## src/rtl/srec_pkg.sv

```systemverilog
// srec_pkg: shared types and helpers for the S-record loader.
//   srec_state_t - parser state encoding
//   CHAR_*       - ASCII constants used by the parser
//   addr_len()   - address field length in bytes for a type digit, 0 if illegal
//   hex_val()    - {is_hex, nibble} for an ASCII character
package srec_pkg;

  typedef enum logic [2:0] {
    ST_IDLE,
    ST_TYPE,
    ST_COUNT,
    ST_ADDR,
    ST_DATA,
    ST_CSUM,
    ST_DONE
  } srec_state_t;

  localparam logic [7:0] CHAR_S  = 8'h53;
  localparam logic [7:0] CHAR_CR = 8'h0D;
  localparam logic [7:0] CHAR_LF = 8'h0A;

  function automatic logic [2:0] addr_len(input logic [7:0] type_digit);
    logic [2:0] len;
    case (type_digit)
      8'h30, 8'h31, 8'h35, 8'h39: len = 3'd2;
      8'h32, 8'h36, 8'h38:        len = 3'd3;
      8'h33, 8'h37:               len = 3'd4;
      default:                    len = 3'd0;
    endcase
    return len;
  endfunction

  function automatic logic [4:0] hex_val(input logic [7:0] ch);
    logic [4:0] r;
    if (ch >= 8'h30 && ch <= 8'h39)
      r = {1'b1, ch[3:0]};
    else if ((ch >= 8'h41 && ch <= 8'h46) || (ch >= 8'h61 && ch <= 8'h66))
      r = {1'b1, ch[3:0] + 4'd9};  // 'A'/'a' have low nibble 1 -> 10
    else
      r = 5'b0;
    return r;
  endfunction

endpackage

```

## src/rtl/srec_hex_byte.sv

```systemverilog
// srec_hex_byte: assembles two ASCII hex digits (high nibble first) into a byte.
//   clr        - drop any half-received byte
//   nib_valid  - char_in is a field character accepted this cycle
//   char_in    - ASCII character
//   byte_valid - low nibble accepted this cycle; byte_out is complete
//   byte_out   - assembled byte
//   err        - char_in is not a hex digit (half byte is discarded)
module srec_hex_byte
  import srec_pkg::*;
(
  input  logic       clk,
  input  logic       reset_n,
  input  logic       clr,
  input  logic       nib_valid,
  input  logic [7:0] char_in,
  output logic       byte_valid,
  output logic [7:0] byte_out,
  output logic       err
);

  logic       have_hi_q, have_hi_d;
  logic [3:0] hi_q, hi_d;
  logic [4:0] hv;

  always_comb begin
    hv         = hex_val(char_in);
    have_hi_d  = have_hi_q;
    hi_d       = hi_q;
    byte_valid = 1'b0;
    err        = 1'b0;
    byte_out   = {hi_q, hv[3:0]};
    if (clr) begin
      have_hi_d = 1'b0;
    end else if (nib_valid) begin
      if (!hv[4]) begin
        err       = 1'b1;
        have_hi_d = 1'b0;
      end else if (have_hi_q) begin
        byte_valid = 1'b1;
        have_hi_d  = 1'b0;
      end else begin
        have_hi_d = 1'b1;
        hi_d      = hv[3:0];
      end
    end
  end

  always_ff @(posedge clk or negedge reset_n) begin
    if (!reset_n) begin
      have_hi_q <= 1'b0;
      hi_q      <= 4'h0;
    end else begin
      have_hi_q <= have_hi_d;
      hi_q      <= hi_d;
    end
  end

endmodule

```

## src/rtl/srec_loader.sv

```systemverilog
// srec_loader: parses a Motorola S-record ASCII stream, checks record
// checksums and issues byte writes for S1/S2/S3 data.
//   rx_data/rx_valid/rx_ready - byte stream from the UART receiver
//   wr_addr/wr_data/wr_valid/wr_ready - byte write port to memory
//   done, entry_addr          - terminating record accepted, its address
//   err_char/err_csum/err_len - sticky error flags
//   rec_count                 - saturating count of good-checksum records
//
// state    | meaning
// IDLE     | waiting for 'S', everything else dropped
// TYPE     | expecting the record type digit
// COUNT    | receiving the byte count
// ADDR     | receiving address bytes, MSB first
// DATA     | receiving data bytes (written for S1/S2/S3)
// CSUM     | receiving and comparing the checksum
// DONE     | terminating record accepted, input absorbed until reset
module srec_loader
  import srec_pkg::*;
#(
  parameter int ADDR_WIDTH = 32,
  parameter int CNT_WIDTH  = 16
) (
  input  logic                  clk,
  input  logic                  reset_n,
  input  logic [7:0]            rx_data,
  input  logic                  rx_valid,
  output logic                  rx_ready,
  output logic [ADDR_WIDTH-1:0] wr_addr,
  output logic [7:0]            wr_data,
  output logic                  wr_valid,
  input  logic                  wr_ready,
  output logic                  done,
  output logic [ADDR_WIDTH-1:0] entry_addr,
  output logic                  err_char,
  output logic                  err_csum,
  output logic                  err_len,
  output logic [CNT_WIDTH-1:0]  rec_count
);

  srec_state_t           state_q, state_d;
  logic [3:0]            type_q, type_d;
  logic [2:0]            alen_q, alen_d;
  logic [2:0]            abytes_q, abytes_d;
  logic [7:0]            remain_q, remain_d;
  logic [7:0]            sum_q, sum_d;
  logic [ADDR_WIDTH-1:0] addr_q, addr_d;
  logic                  wr_valid_q, wr_valid_d;
  logic [ADDR_WIDTH-1:0] wr_addr_q, wr_addr_d;
  logic [7:0]            wr_data_q, wr_data_d;
  logic                  done_q, done_d;
  logic [ADDR_WIDTH-1:0] entry_q, entry_d;
  logic                  err_char_q, err_char_d;
  logic                  err_csum_q, err_csum_d;
  logic                  err_len_q, err_len_d;
  logic [CNT_WIDTH-1:0]  rec_count_q, rec_count_d;

  logic       rx_fire, field_st, hb_valid, hb_err;
  logic [7:0] hb_byte;
  logic [2:0] alen;

  assign rx_ready = ~wr_valid_q;
  assign rx_fire  = rx_valid & ~wr_valid_q;
  assign field_st = state_q inside {ST_COUNT, ST_ADDR, ST_DATA, ST_CSUM};
  assign alen     = addr_len(rx_data);

  srec_hex_byte u_hex (
    .clk       (clk),
    .reset_n   (reset_n),
    .clr       (~field_st),
    .nib_valid (rx_fire & field_st),
    .char_in   (rx_data),
    .byte_valid(hb_valid),
    .byte_out  (hb_byte),
    .err       (hb_err)
  );

  always_comb begin
    state_d     = state_q;
    type_d      = type_q;
    alen_d      = alen_q;
    abytes_d    = abytes_q;
    remain_d    = remain_q;
    sum_d       = sum_q;
    addr_d      = addr_q;
    wr_valid_d  = wr_valid_q;
    wr_addr_d   = wr_addr_q;
    wr_data_d   = wr_data_q;
    done_d      = done_q;
    entry_d     = entry_q;
    err_char_d  = err_char_q;
    err_csum_d  = err_csum_q;
    err_len_d   = err_len_q;
    rec_count_d = rec_count_q;

    if (wr_valid_q && wr_ready) wr_valid_d = 1'b0;

    case (state_q)
      ST_IDLE: if (rx_fire && rx_data == CHAR_S) state_d = ST_TYPE;
      ST_TYPE: if (rx_fire) begin
        if (!(rx_data inside {[8'h30:8'h39]})) begin
          err_char_d = 1'b1;
          state_d    = ST_IDLE;
        end else if (alen == 3'd0) begin
          err_len_d = 1'b1;
          state_d   = ST_IDLE;
        end else begin
          type_d  = rx_data[3:0];
          alen_d  = alen;
          state_d = ST_COUNT;
        end
      end
      ST_COUNT: if (hb_valid) begin
        if (hb_byte < 8'(alen_q) + 8'd1) begin
          err_len_d = 1'b1;
          state_d   = ST_IDLE;
        end else begin
          remain_d = hb_byte - 8'(alen_q) - 8'd1;
          sum_d    = hb_byte;
          abytes_d = alen_q;
          addr_d   = '0;
          state_d  = ST_ADDR;
        end
      end
      ST_ADDR: if (hb_valid) begin
        addr_d   = {addr_q[ADDR_WIDTH-9:0], hb_byte};
        sum_d    = sum_q + hb_byte;
        abytes_d = abytes_q - 3'd1;
        if (abytes_q == 3'd1) state_d = (remain_q != 8'd0) ? ST_DATA : ST_CSUM;
      end
      ST_DATA: if (hb_valid) begin
        sum_d    = sum_q + hb_byte;
        remain_d = remain_q - 8'd1;
        // addr_q doubles as the write pointer; it only advances on writes
        if (type_q inside {4'd1, 4'd2, 4'd3}) begin
          wr_valid_d = 1'b1;
          wr_addr_d  = addr_q;
          wr_data_d  = hb_byte;
          addr_d     = addr_q + ADDR_WIDTH'(1);
        end
        if (remain_q == 8'd1) state_d = ST_CSUM;
      end
      ST_CSUM: if (hb_valid) begin
        if (hb_byte == ~sum_q) begin
          if (rec_count_q != {CNT_WIDTH{1'b1}}) rec_count_d = rec_count_q + CNT_WIDTH'(1);
          if (type_q inside {4'd7, 4'd8, 4'd9}) begin
            entry_d = addr_q;
            done_d  = 1'b1;
            state_d = ST_DONE;
          end else begin
            state_d = ST_IDLE;
          end
        end else begin
          err_csum_d = 1'b1;
          state_d    = ST_IDLE;
        end
      end
      ST_DONE: ;
      default: state_d = ST_IDLE;
    endcase

    if (hb_err) begin
      err_char_d = 1'b1;
      state_d    = ST_IDLE;
    end
  end

  always_ff @(posedge clk or negedge reset_n) begin
    if (!reset_n) begin
      state_q     <= ST_IDLE;
      type_q      <= 4'h0;
      alen_q      <= 3'd0;
      abytes_q    <= 3'd0;
      remain_q    <= 8'd0;
      sum_q       <= 8'd0;
      addr_q      <= '0;
      wr_valid_q  <= 1'b0;
      wr_addr_q   <= '0;
      wr_data_q   <= 8'd0;
      done_q      <= 1'b0;
      entry_q     <= '0;
      err_char_q  <= 1'b0;
      err_csum_q  <= 1'b0;
      err_len_q   <= 1'b0;
      rec_count_q <= '0;
    end else begin
      state_q     <= state_d;
      type_q      <= type_d;
      alen_q      <= alen_d;
      abytes_q    <= abytes_d;
      remain_q    <= remain_d;
      sum_q       <= sum_d;
      addr_q      <= addr_d;
      wr_valid_q  <= wr_valid_d;
      wr_addr_q   <= wr_addr_d;
      wr_data_q   <= wr_data_d;
      done_q      <= done_d;
      entry_q     <= entry_d;
      err_char_q  <= err_char_d;
      err_csum_q  <= err_csum_d;
      err_len_q   <= err_len_d;
      rec_count_q <= rec_count_d;
    end
  end

  assign wr_addr    = wr_addr_q;
  assign wr_data    = wr_data_q;
  assign wr_valid   = wr_valid_q;
  assign done       = done_q;
  assign entry_addr = entry_q;
  assign err_char   = err_char_q;
  assign err_csum   = err_csum_q;
  assign err_len    = err_len_q;
  assign rec_count  = rec_count_q;

endmodule

```

## config.mk

```make
export PLATFORM = sky130hd
export DESIGN_NAME = srec_loader
export DESIGN_NICKNAME = d
export VERILOG_FILES = /design/src/rtl/srec_pkg.sv /design/src/rtl/srec_hex_byte.sv /design/src/rtl/srec_loader.sv
export SDC_FILE = /design/constraint.sdc
export NUM_CORES = 1
export LEC_CHECK = 0
export BUFFER_PORTS_ARGS = -buffer_cell sky130_fd_sc_hd__buf_2
export CAP_MARGIN = 0
export CORE_UTILIZATION = 30
export CTS_BUF_LIST = sky130_fd_sc_hd__clkbuf_2
export DETAILED_ROUTE_END_ITERATION = 10
export HOLD_SLACK_MARGIN = 0.05
export PLACE_DENSITY = 0.55
export SLEW_MARGIN = 20
export SYNTH_ARGS = -nofsm -noshare
export SYNTH_HDL_FRONTEND = slang
export SYNTH_SLANG_ARGS = --single-unit
```

## constraint.sdc

```tcl
create_clock -name clk -period 2.4 [get_ports clk]
set_clock_uncertainty 0.1 [all_clocks]
set_input_delay 0.12 -clock clk [delete_from_list [all_inputs] [get_ports clk]]
set_output_delay 0.12 -clock clk [all_outputs]
set_load 0.01 [all_outputs]
```

## Word level (Yosys, flattened, before mapping)

Cells that the tools add are included.

- Logic and storage cells: 186
- Register bits after elaboration: 159
- Input bits: 12

- Reduce and logical (&&, ||, !) cells: 36
- Add/sub/neg operators: 9
- Bitwise gates (word level): 7
- Muxes and demuxes: 62
- Equality and inequality tests: 47
- $lt $le $gt $ge: 7

Operators by type and width:

| kind | count |
|---|---|
| $mux 32 | 5 |
| $pmux 32 s3 | 1 |
| $eq 8x6->1 const B | 9 |
| $mux 8 | 6 |
| $mux 3 | 14 |
| $add 32x1->32 const B | 1 |
| $pmux 8 s2 | 2 |
| $reduce_and 4->1 | 7 |
| $mux 1 | 25 |
| $pmux 3 s7 | 1 |
| $ne 2x2->1 const B | 9 |
| $ne 3x3->1 const B | 6 |
| $add 16x1->16 const B | 1 |
| $ge 8x7->1 const B | 2 |
| $le 8x7->1 const B | 2 |
| $ne 16x16->1 const B | 1 |
| $sub 8x1->8 const B | 2 |
| $reduce_and 6->1 | 2 |
| $reduce_bool 2->1 | 6 |
| $mux 5 | 2 |
| $eq 3x3->1 const B | 3 |
| $pmux 3 s3 | 1 |
| $reduce_and 3->1 | 3 |
| $reduce_and 9->1 | 1 |
| other kinds (34) | 56 |

## Logic depth before layout (Yosys ltp)

Gate-level depths: netlist of run 1.

- Depth in word-level cells: 11
- Gate-level depth with buffers: 16
- Depth with buffers taken out: 16

## Modules after synthesis

From an unflattened synthesis of run 1, not the netlist that was laid out.

- Cell total of the unflattened synthesis: 838
- Area total of the unflattened synthesis: 8349.3 µm²

Modules (own cells, without submodules):

| module | cells each | area an instance (µm²) | instances |
|---|---|---|---|
| srec_loader | 793 | 7908.8 | 1 |
| srec_hex_byte | 45 | 440.4 | 1 |

## Worst setup path before layout of run 1

Ideal clock, no wire load.

- Kind: input port to flip-flop
- From: in rx_data[1]
- To: reg entry_q[10], in the netlist entry_addr[10]
- Library setup time: 0.125 ns
- Buffers on the path: 1
- Slack: -0.842 ns
- Data required time: 2.175 ns
- Stages on the path: 13
- Data arrival time: 3.017 ns
- Path through: inv_1 ha_1 o311ai_2 and2_0 or2_2 inv_1 ha_1 nand3_1 nor4_1 o21ai_1 nor2_4 buf_4 mux2_2

- Elaborated cells on any way between the ends: 18

RTL lines:

| item | RTL line | RTL |
|---|---|---|
| start: declaration | srec_loader.sv:25 | `input logic [7:0] rx_data,` |
| $ge 8x7->1 or $le 8x7->1 (tied branches) | srec_pkg.sv:37 | `else if ((ch >= 8'h41 && ch <= 8'h46) \|\| (ch >= 8'h61 && ch <= 8'h66))` |
| $logic_and 1x1->1 | srec_pkg.sv:37 |  |
| $logic_or 1x1->1 | srec_pkg.sv:37 |  |
| $mux 5 | srec_pkg.sv:37 |  |
| $mux 5 * | srec_pkg.sv:35 | `if (ch >= 8'h30 && ch <= 8'h39)` |
| named net hb_byte[2] | srec_loader.sv:58 | `logic [7:0] hb_byte;` |
| $eq 8x8->1 * | srec_loader.sv:143 | `if (hb_byte == ~sum_q) begin` |
| $reduce_and 4->1 (no source line) * | - |  |
| end signal: assignment | srec_loader.sv:197 | `entry_q <= entry_d;` |
| end: declaration | srec_loader.sv:51 | `logic [ADDR_WIDTH-1:0] entry_q, entry_d;` |

The timed path passes the listed nets; every way through them passes the cells marked *.
A chain may end at the register's enable or synchronous reset.

## Worst setup path in the final report of run 1

- From: reg alen_q[0]
- To: reg state_q[0]

- Cells in the longest elaborated chain, start to end: 6

Ends and longest elaborated chain:

| item | RTL line | RTL |
|---|---|---|
| start: declaration | srec_loader.sv:42 | `logic [2:0] alen_q, alen_d;` |
| start signal: assignment | srec_loader.sv:188 | `alen_q <= alen_d;` |
| $add 3x1->4 | srec_loader.sv:113 | `if (hb_byte < 8'(alen_q) + 8'd1) begin` |
| $lt 8x4->1 | srec_loader.sv:113 |  |
| $mux 2 | srec_loader.sv:113 |  |
| $mux 3 | srec_loader.sv:112 | `ST_COUNT: if (hb_valid) begin` |
| $pmux 3 s7 | srec_loader.sv:97 | `case (state_q)` |
| $mux 3 | srec_loader.sv:161 | `if (hb_err) begin` |
| end signal: assignment | srec_loader.sv:186 | `state_q <= state_d;` |
| end: declaration | srec_loader.sv:40 | `srec_state_t state_q, state_d;` |

No other way between the ends. The select of a mux whose other input is x is not followed.

==> impl_metrics.json, run 1 <==
{
  "syn-instance-count": 830,
  "cts.path.max_buffers": 2,
  "r2r_start": "alen_q[0]$_DFFE_PN0P_",
  "tightest_slew_ps": 466,
  "p_comb_frac": 0.157,
  "start_util": 0.306,
  "finalHoldViolations": 0,
  "dp_hpwl_um": 17100,
  "cts_sinks": 159,
  "critPathKind": "reg2reg",
  "status": "complete, but fails checks",
  "hold_path.class": "in2reg",
  "synth_seq_area_share": 0.467,
  "fin_setup_tns_ps": -59.7,
  "p_leak_uw": 0.00566,
  "worst_setup_path_start_kind": "flip-flop",
  "num-nets-final": 1130,
  "yosys.cell_types.count": 74,
  "pwr-share-clk": 0.311,
  "grt_use_total": 0.176,
  "syn_area_um2": 8520,
  "p_per_area_nw_per_um2": 437,
  "wire_per_inst_um": 17.1,
  "core.rowCount": 61,
  "fin_cells": 1484,
  "clk_latency_ps": 770,
  "finalWorstSetupSlack_ps": -22.0,
  "placedCellCount": 1392,
  "n_fill_cell": 2640,
  "slew_headroom": 0.690,
  "io_buffers": 105,
  "avgSynthCellArea_um2": 10.3,
  "antenna_found_initial": 2,
  "drt_iter0_drc": 573,
  "seq_power_share": 0.531,
  "ir_drop_mv": 0.236,
  "drive_above_1_share": 0.421,
  "cts_tree": "built",
  "post-route-period-util": 1.01,
  "grt_max_degree": 47,
  "cts_buffers": 17,
  "met1_usage": 0.256,
  "whs_endpoint": "state_q[0]$_DFFE_PN0P_",
  "use_met2": 0.264,
  "vias_per_cell": 4.99,
  "min_from": "rx_data[4]",
  "max_freq_mhz": 413,
  "cap_violations": 0,
  "die_w_um": 171,
  "ant_nets": 0,
  "switching_power_uw": 1740,
  "slew_violations": 0,
  "rr_worst_depth": 11,
  "swShare": 0.332,
  "area_delta_synth_final_pct": 40.3,
  "cts_root_buf": "clkbuf_2",
  "cell_internal_pwr_uw": 3490,
  "yosys_most_used_dff": "dfrtp_1",
  "critPathCaptureType": "flip-flop",
  "synth_edf_count": 0,
  "grt_pass1_wl_um": 39900,
  "r2r_slack_ps": -20,
  "grt-ovfl-total": 0,
  "grt_pass1_vias": 7204,
  "busiest_layer": "met2",
  "ys_ff_latch": 159,
  "ios": 106,
  "htree_levels": 4,
  "place.gp.congestion": 0.797,
  "required_ps": 2940,
  "drc": 0,
  "routed_wl_um": 25300,
  "rsz0062_at_grt": "true",
  "cp_max_fo": 4,
  "drt_pre_antenna_iters": 5,
  "setup_viol": 4,
  "startpoint": "alen_q[0]$_DFFE_PN0P_",
  "period_minus_slack_ps": 2420,
  "synth_warnings": 0,
  "fp.dieH_um": 171,
  "holdPathStages": 8,
  "violations": "setup timing",
  "synth_fp_nets": 869,
  "multi_input_area_um2": 4760,
  "async_flop_share": 1.00,
  "r2r-end": "state_q[0]$_DFFE_PN0P_",
  "met3_usage": 0.0289,
  "dieArea_um2": 29100,
  "regArea_um2": 3980,
  "clk_pin_slew_worst_paths_ps": 290,
  "vias": 7412,
  "arrival_ps": 2960,
  "core_area_um2": 27900
}
-- worst max-delay path by stage --
stage / endpoint / cells past startpoint
global route: state_q[0]$_DFFE_PN0P_ / 11
global placement: addr_q[2]$_DFFE_PN0P_ / 17
floorplan: entry_addr[23]$_DFFE_PN0P_ / 14
finish: state_q[0]$_DFFE_PN0P_ / 11
detailed placement: entry_addr[21]$_DFFE_PN0P_ / 16
CTS: sum_q[2]$_DFFE_PN0P_ / 7
-- cell type report --
cell class / instances / area share
multi-input combinational: 593 / 0.398
sequential: 159 / 0.333
timing repair buffer: 289 / 0.194
tap: 378 / 0.0396
clock inverter: 15 / 0.0164
inverter: 31 / 0.0117
clock buffer: 17 / 0.00712
antenna: 2 / 0.000419
-- per-stage QoR --
step / utilization / total power [µW] / hold WS [ps] / worst slack [ps] / area [µm²]
floorplan: - / 3190 / -276 / -468 / 8890
global placement: 0.384 / 3520 / -8.78 / -789 / 10700
detailed placement: 0.384 / 3520 / -6.92 / -941 / 10700
CTS: 0.414 / 5250 / 55.9 / -14.7 / 11500
global route: 0.429 / 5480 / 94.7 / -122 / 12000
finish: 0.429 / 5220 / 127 / -22.0 / 12000
-- synth_stat cells (all sizes together) (7+ instances only) --
cell type	number	area, µm²
and4	7	61.3
and2	8	50.1
mux2	76	856
nor3	11	55.1
xor2	7	61.3
dfrtp	159	3980
inv	31	116
clkbuf	26	100
and3	15	93.8
nand3	24	120
buf	23	164
nor2	56	225
a31oi	12	75.1
o21ai	68	352
nand2b	10	62.6
nor4	12	90.1
o31ai	10	75.1
a21o	12	97.6
nand4	11	68.8
a21oi	65	340
ha	25	313
nand2	54	203
xnor2	24	210
-- power by group through the flow --
stage,combinational [µW],clock [µW],sequential [µW]
3_3_place_gp,705,0,2820
5_1_grt,893,1810,2780
2_1_floorplan,396,0,2800
3_5_place_dp,708,0,2810
4_1_cts,793,1690,2770
6_report,821,1630,2780
-- logic make-up after synthesis --
group,synth area share
DFF,0.467
AOI/OAI and AO/OA,0.156
and+or+nand+nor,0.154
xor gates and xnor gates,0.0319
adders and majority gates,0.0414
muxes,0.105
buffers and inverters,0.0446
-- critical path, cell delays in order (launching register included) --
cell      delay (ps)
dfrtp_1          490
ha_4             190
xnor2_4          150
ha_4             220
o21ai_2          110
a21oi_2           60
buf_4            140
nor4_4           260
buf_4            180
o21ai_2           50
a221oi_2         250
mux2i_1          100
-- placed cells by master, fill, tap and decap left out, types with 22 or more instances in the layout --
cell type	synthesis	routed
a21oi_1	63	45
nand2_1	54	50
inv_1	31	26
mux2_2	72	44
buf_2	11	104
mux2_4	0	32
o21ai_0	65	32
dlygate4sd3_1	0	33
buf_4	7	117
dfrtp_1	159	156
nor2_1	54	49
o21ai_1	2	22
-- sequential cells by signal, summed over array words and instances (netlist names), 4 cells and up --
signal      count
u_hex.hi_q      4
sum_q           8
remain_q        8
wr_data         8
type_q          4
rec_count      16
wr_addr        32
addr_q         32
entry_addr     32
-- layer usage --
metal | vias up | part of all wire | wire length (µm)
li1 | 3550 | - | -
met1 | 3653 | 0.49 | 12500
met2 | 176 | 0.44 | 11200
met3 | 33 | 0.041 | 1040
met4 | 0 | 0.023 | 582
met5 | - | 0 | 0
-- repair_timing --
item / in CTS / in global routing
setup endpoints to repair: 57 / 56
buffers inserted: 6 / 12
gates resized for setup: 23 / 73
endpoints found under the hold margin: 187 / 0
cloned: 2 / 6
pin swaps: 4 / 21
hold buffers: 34 / 0
(Power assumes the default switching activity.)
==> run 2: changes to the inputs <==
CORE_MARGIN = 5   (was unset)
SETUP_SLACK_MARGIN = 0.4   (was unset)
==> impl_metrics.json, run 2 (same netlist as run 1, synthesis figures left out) <==
{
  "ios": 106,
  "grt_max_degree": 50,
  "post-route-period-util": 1.03,
  "slew_headroom": 0.645,
  "grt_use_total": 0.177,
  "p_per_area_nw_per_um2": 421,
  "cts_buffers": 17,
  "cp_max_fo": 7,
  "min_from": "rx_data[4]",
  "status": "complete, but fails checks",
  "final_common_cell": "dfrtp_1",
  "path_buf_inv": 2,
  "p_leak_uw": 0.00607,
  "io_buffers": 105,
  "slowest_delay_ps": 550,
  "vias_per_cell": 5.13,
  "slew_violations": 0,
  "core.rowCount": 61,
  "core_area_um2": 27900,
  "dp_hpwl_um": 17300,
  "grt-ovfl-total": 0,
  "placedCellCount": 1390,
  "start_util": 0.305,
  "wire_per_inst_um": 18.9,
  "rsz0062_at_grt": "true",
  "area_delta_synth_final_pct": 53.2,
  "clk_pin_slew_worst_paths_ps": 280,
  "die_w_um": 179,
  "cts_root_buf": "clkbuf_2",
  "multi_input_area_um2": 5290,
  "startpoint": "u_hex.hi_q[1]$_DFFE_PN0P_",
  "ir_drop_mv": 0.234,
  "layout_common_cells": "dfrtp_1, buf_4, buf_2",
  "cap_violations": 0,
  "period_minus_slack_ps": 2480,
  "dieArea_um2": 31900,
  "htree_levels": 4,
  "max_freq_mhz": 403,
  "num-nets-final": 1174,
  "switching_power_uw": 1770,
  "slowest_stage": "or4_4",
  "r2r_start": "u_hex.hi_q[1]$_DFFE_PN0P_",
  "finalPower_uw": 5490,
  "clk_latency_ps": 760,
  "path_cells": "or3_4 > or4_4 > o21ai_4 > buf_6 > a21oi_4 > buf_12 > mux2_4",
  "drt_iter0_drc": 626,
  "cpLargestDelayFamily": "simple AND/OR/NAND/NOR gates",
  "hold_path.class": "in2reg",
  "fp.dieH_um": 179,
  "p_comb_frac": 0.168,
  "drc": 0,
  "regArea_um2": 3990,
  "ant_nets": 0,
  "drive_above_1_share": 0.483,
  "violations": "setup timing",
  "grt_pass1_wl_um": 44200,
  "place.gp.congestion": 0.795,
  "fin_util": 0.468,
  "swShare": 0.322,
  "seq_power_share": 0.507,
  "vias": 7835,
  "required_ps": 2960,
  "place_ws_ps": -882,
  "worst_setup_path_start_kind": "flip-flop",
  "routed_wl_um": 28800,
  "fin_cells": 1527,
  "cts_sinks": 159,
  "grt_pass1_vias": 7699,
  "finalWorstSetupSlack_ps": -79.8,
  "pwr-share-clk": 0.326,
  "cell_internal_pwr_uw": 3730,
  "cts.path.max_buffers": 2,
  "finalHoldViolations": 0,
  "n_fill_cell": 2592,
  "cts_tree": "built",
  "drt_pre_antenna_iters": 5,
  "antenna_found_initial": 1,
  "critPathCaptureType": "flip-flop",
  "tightest_slew_ps": 530,
  "critPathKind": "reg2reg",
  "arrival_ps": 3040,
  "setup_viol": 39
}
==> run 2: routing by layer <==
metal	up-vias	share of wire	global-route usage
met5	-	0	0
met1	3933	0.47	0.259
met3	29	0.050	0.0237
met4	0	0.015	0.0464
li1	3634	-	-
met2	239	0.46	0.276
==> run 2: repair_timing <==
| item | CTS | global route |
|---|---|---|
| endpoints found under the hold margin | 188 | 0 |
| setup buffers | 41 | 13 |
| pin swaps | 34 | 35 |
| setup endpoints to repair | 146 | 150 |
| cloned | 17 | 2 |
| hold buffers | 31 | 0 |
| resized for setup | 161 | 85 |
==> run 2: area by class of cell <==
class | instances | area share
multi-input cells | 598 | 0.405
inverters | 31 | 0.0107
clock inverters | 15 | 0.0164
repair buffers | 328 | 0.220
diodes | 1 | 0.000192
well taps | 378 | 0.0362
clock buffers | 17 | 0.00651
flip-flops and latches | 159 | 0.305
==> run 2: path summary, 6_finish.rpt <==
path | slack, ps | to | cells past startpoint
max in group asynchronous | 1530 | sum_q[2]$_DFFE_PN0P_ | 4
min in group asynchronous | 330 | rec_count[3]$_DFFE_PN0P_ | 4
setup reg to reg | -80 | sum_q[2]$_DFFE_PN0P_ | 7
hold / removal | 150 | addr_q[2]$_DFFE_PN0P_ | 8
setup / recovery | -80 | sum_q[2]$_DFFE_PN0P_ | 7
hold reg to reg | 410 | rec_count[14]$_DFFE_PN0P_ | 1
==> run 2: per-stage QoR <==
| step | area [µm²] | hold WS (ps) | setup TNS [ps] |
|---|---|---|---|
| after floorplan | 8910 | -276 | -28810 |
| after global placement | 10700 | 5.87 | -66770 |
| after detailed placement | 10700 | 8.06 | -74120 |
| after CTS | 12600 | 61.2 | -118 |
| after global routing | 13100 | 98.3 | -2890 |
| final | 13100 | 155 | -937 |
==> run 2: power by group through the flow <==
stage	combinational, µW	sequential, µW	clock, µW
global route	1000	2790	1950
floorplan	397	2800	0
CTS	839	2780	1840
detailed placement	703	2820	0
global placement	698	2820	0
finish	921	2780	1790
==> run 2: worst min-delay path, delay by kind of cell <==
family          cells  cell delay (ps)
compound gates      5              530
buf+inv             2              300
simple gates        1               60
==> run 3: changes to the inputs <==
clock period = 2.08 ns   (was 2.4 ns; I/O delays follow)
==> impl_metrics.json, run 3 (same netlist as run 1, synthesis figures left out) <==
{
  "status": "complete, but fails checks",
  "violations": "hold timing, setup timing",
  "slowest_delay_ps": 510,
  "p_per_area_nw_per_um2": 452,
  "cts_buffers": 17,
  "cpLargestDelayFamily": "compound AO/OA/AOI/OAI gates",
  "clk_pin_slew_worst_paths_ps": 310,
  "place_ws_ps": -1300,
  "drc": 0,
  "wire_per_inst_um": 18.1,
  "period_minus_slack_ps": 2370,
  "fp.dieH_um": 179,
  "setup_viol": 143,
  "cts_tree": "built",
  "num-nets-final": 1231,
  "slew_violations": 0,
  "finalWorstSetupSlack_ps": -290,
  "drive_above_1_share": 0.532,
  "worst_setup_path_start_kind": "flip-flop",
  "grt_pass1_wl_um": 44000,
  "slew_headroom": 0.685,
  "critPathCaptureType": "flip-flop",
  "ant_nets": 0,
  "p_leak_uw": 0.00652,
  "placedCellCount": 1408,
  "hold_path.class": "in2reg",
  "holdWs_ps": -53.6,
  "cap_violations": 0,
  "cts.path.max_buffers": 2,
  "dpl_cell_area_um2": 11000,
  "grt_use_total": 0.175,
  "fin_area_um2": 13800,
  "layout_common_cells": "buf_4, dfrtp_1, buf_2",
  "max_freq_mhz": 422,
  "die_w_um": 179,
  "htree_levels": 4,
  "core_area_um2": 27900,
  "rr_worst_depth": 11,
  "worst-path-stages": 11,
  "ir_drop_mv": 0.316,
  "slowest_stage": "dfrtp_2",
  "finalHoldViolations": 2,
  "drt_pre_antenna_iters": 7,
  "n_fill_cell": 2522,
  "path_cells": "ha_4 > xnor2_4 > ha_4 > o21ai_4 > a21oi_4 > o21ai_4 > buf_6 > a21oi_4 > clkbuf_16 > o21ai_2 > a22o_1",
  "start_util": 0.305,
  "cts_root_buf": "clkbuf_2",
  "fin_setup_tns_ps": -27050,
  "critPathKind": "reg2reg",
  "holdPathStages": 7,
  "ios": 106,
  "grt-ovfl-total": 0,
  "path_buf_inv": 2,
  "drt_iter0_drc": 474,
  "final_common_cell": "buf_4",
  "rsz0062_at_grt": "true",
  "fin_util": 0.494,
  "routed_wl_um": 28700,
  "required_ps": 2700,
  "dp_hpwl_um": 17700,
  "area_delta_synth_final_pct": 62.0,
  "fin_cells": 1584,
  "arrival_ps": 2990,
  "dieArea_um2": 31900,
  "core.rowCount": 61,
  "cts_sinks": 159,
  "grt_max_degree": 53,
  "io_buffers": 105,
  "antenna_found_initial": 1,
  "post-route-period-util": 1.14,
  "grt_pass1_vias": 8045,
  "vias": 7875,
  "cp_max_fo": 8,
  "vias_per_cell": 4.97,
  "tightest_slew_ps": 472,
  "place.gp.congestion": 0.862,
  "clk_latency_ps": 770
}
[run 3: changes by cell type in the layout (fill, tap and decap cells not counted), moves of 7 or more]
| cell | change |
|---|---|
| buf_4 | +66 |
| buf_2 | -20 |
| o21ai_0 | +12 |
| o21ai_2 | -7 |
| buf_6 | +14 |
| a21oi_1 | -7 |
| nand2_4 | +9 |
[run 3: path summary, 6_finish.rpt]
kind                                           from                       end  slack (ps)
setup / recovery              alen_q[0]$_DFFE_PN0P_     addr_q[3]$_DFFE_PN0P_        -290
hold / removal                           rx_data[7]      err_csum$_DFFE_PN0P_         -50
setup reg to reg              alen_q[0]$_DFFE_PN0P_     addr_q[3]$_DFFE_PN0P_        -290
hold reg to reg            rec_count[8]$_DFFE_PN0P_  rec_count[8]$_DFFE_PN0P_         410
max in group asynchronous                   reset_n   remain_q[0]$_DFFE_PN0P_         930
min in group asynchronous                   reset_n    wr_addr[6]$_DFFE_PN0P_         180
[run 3: tightest hold or removal path: cells and delay by family]
| family | cells | cell delay, ps |
|---|---|---|
| buffers and inverters | 3 | 340 |
| and+or+nand+nor | 1 | 60 |
| AOI/OAI and AO/OA | 3 | 310 |
[run 3: stage by stage]
stage	power, µW	hold slack (ps)
after floorplan	3710	-292
after global placement	4100	-94.7
after detailed placement	4100	-94.4
after CTS	6170	-521
after global routing	6510	-118
final	6240	-53.6
[run 3: where the power goes]
part           total (µW)  switching (µW)  internal, µW
Combinational        1130             593           541
Clock                1900            1460           433
Sequential           3210            59.5          3150
[run 3: metal layers]
layer  GRT usage  share of wire  up-vias
met3      0.0312          0.041       48
met2       0.297           0.50      210
met4      0.0518          0.022        0
met5           0              0        -
li1            -              -     3749
met1       0.227           0.44     3868
[run 3: layout make-up]
class	count	area (µm²)	share of cell area
antenna	1	2.50	0.000181
clock buffer	17	85.1	0.00616
clock inverter	15	181	0.0131
inverter	31	143	0.0103
multi-input combinational	594	5480	0.397
sequential	159	3990	0.289
tap	378	473	0.0342
timing repair buffer	389	3460	0.250
[run 3: timing repair]
action | 4_1_cts | 5_1_grt
setup buffers | 59 | 39
cloned | 12 | 4
endpoints found under the hold margin | 188 | 14
pin swaps | 44 | 34
hold buffers | 19 | 11
resized for setup | 135 | 125
setup endpoints to repair | 209 | 227
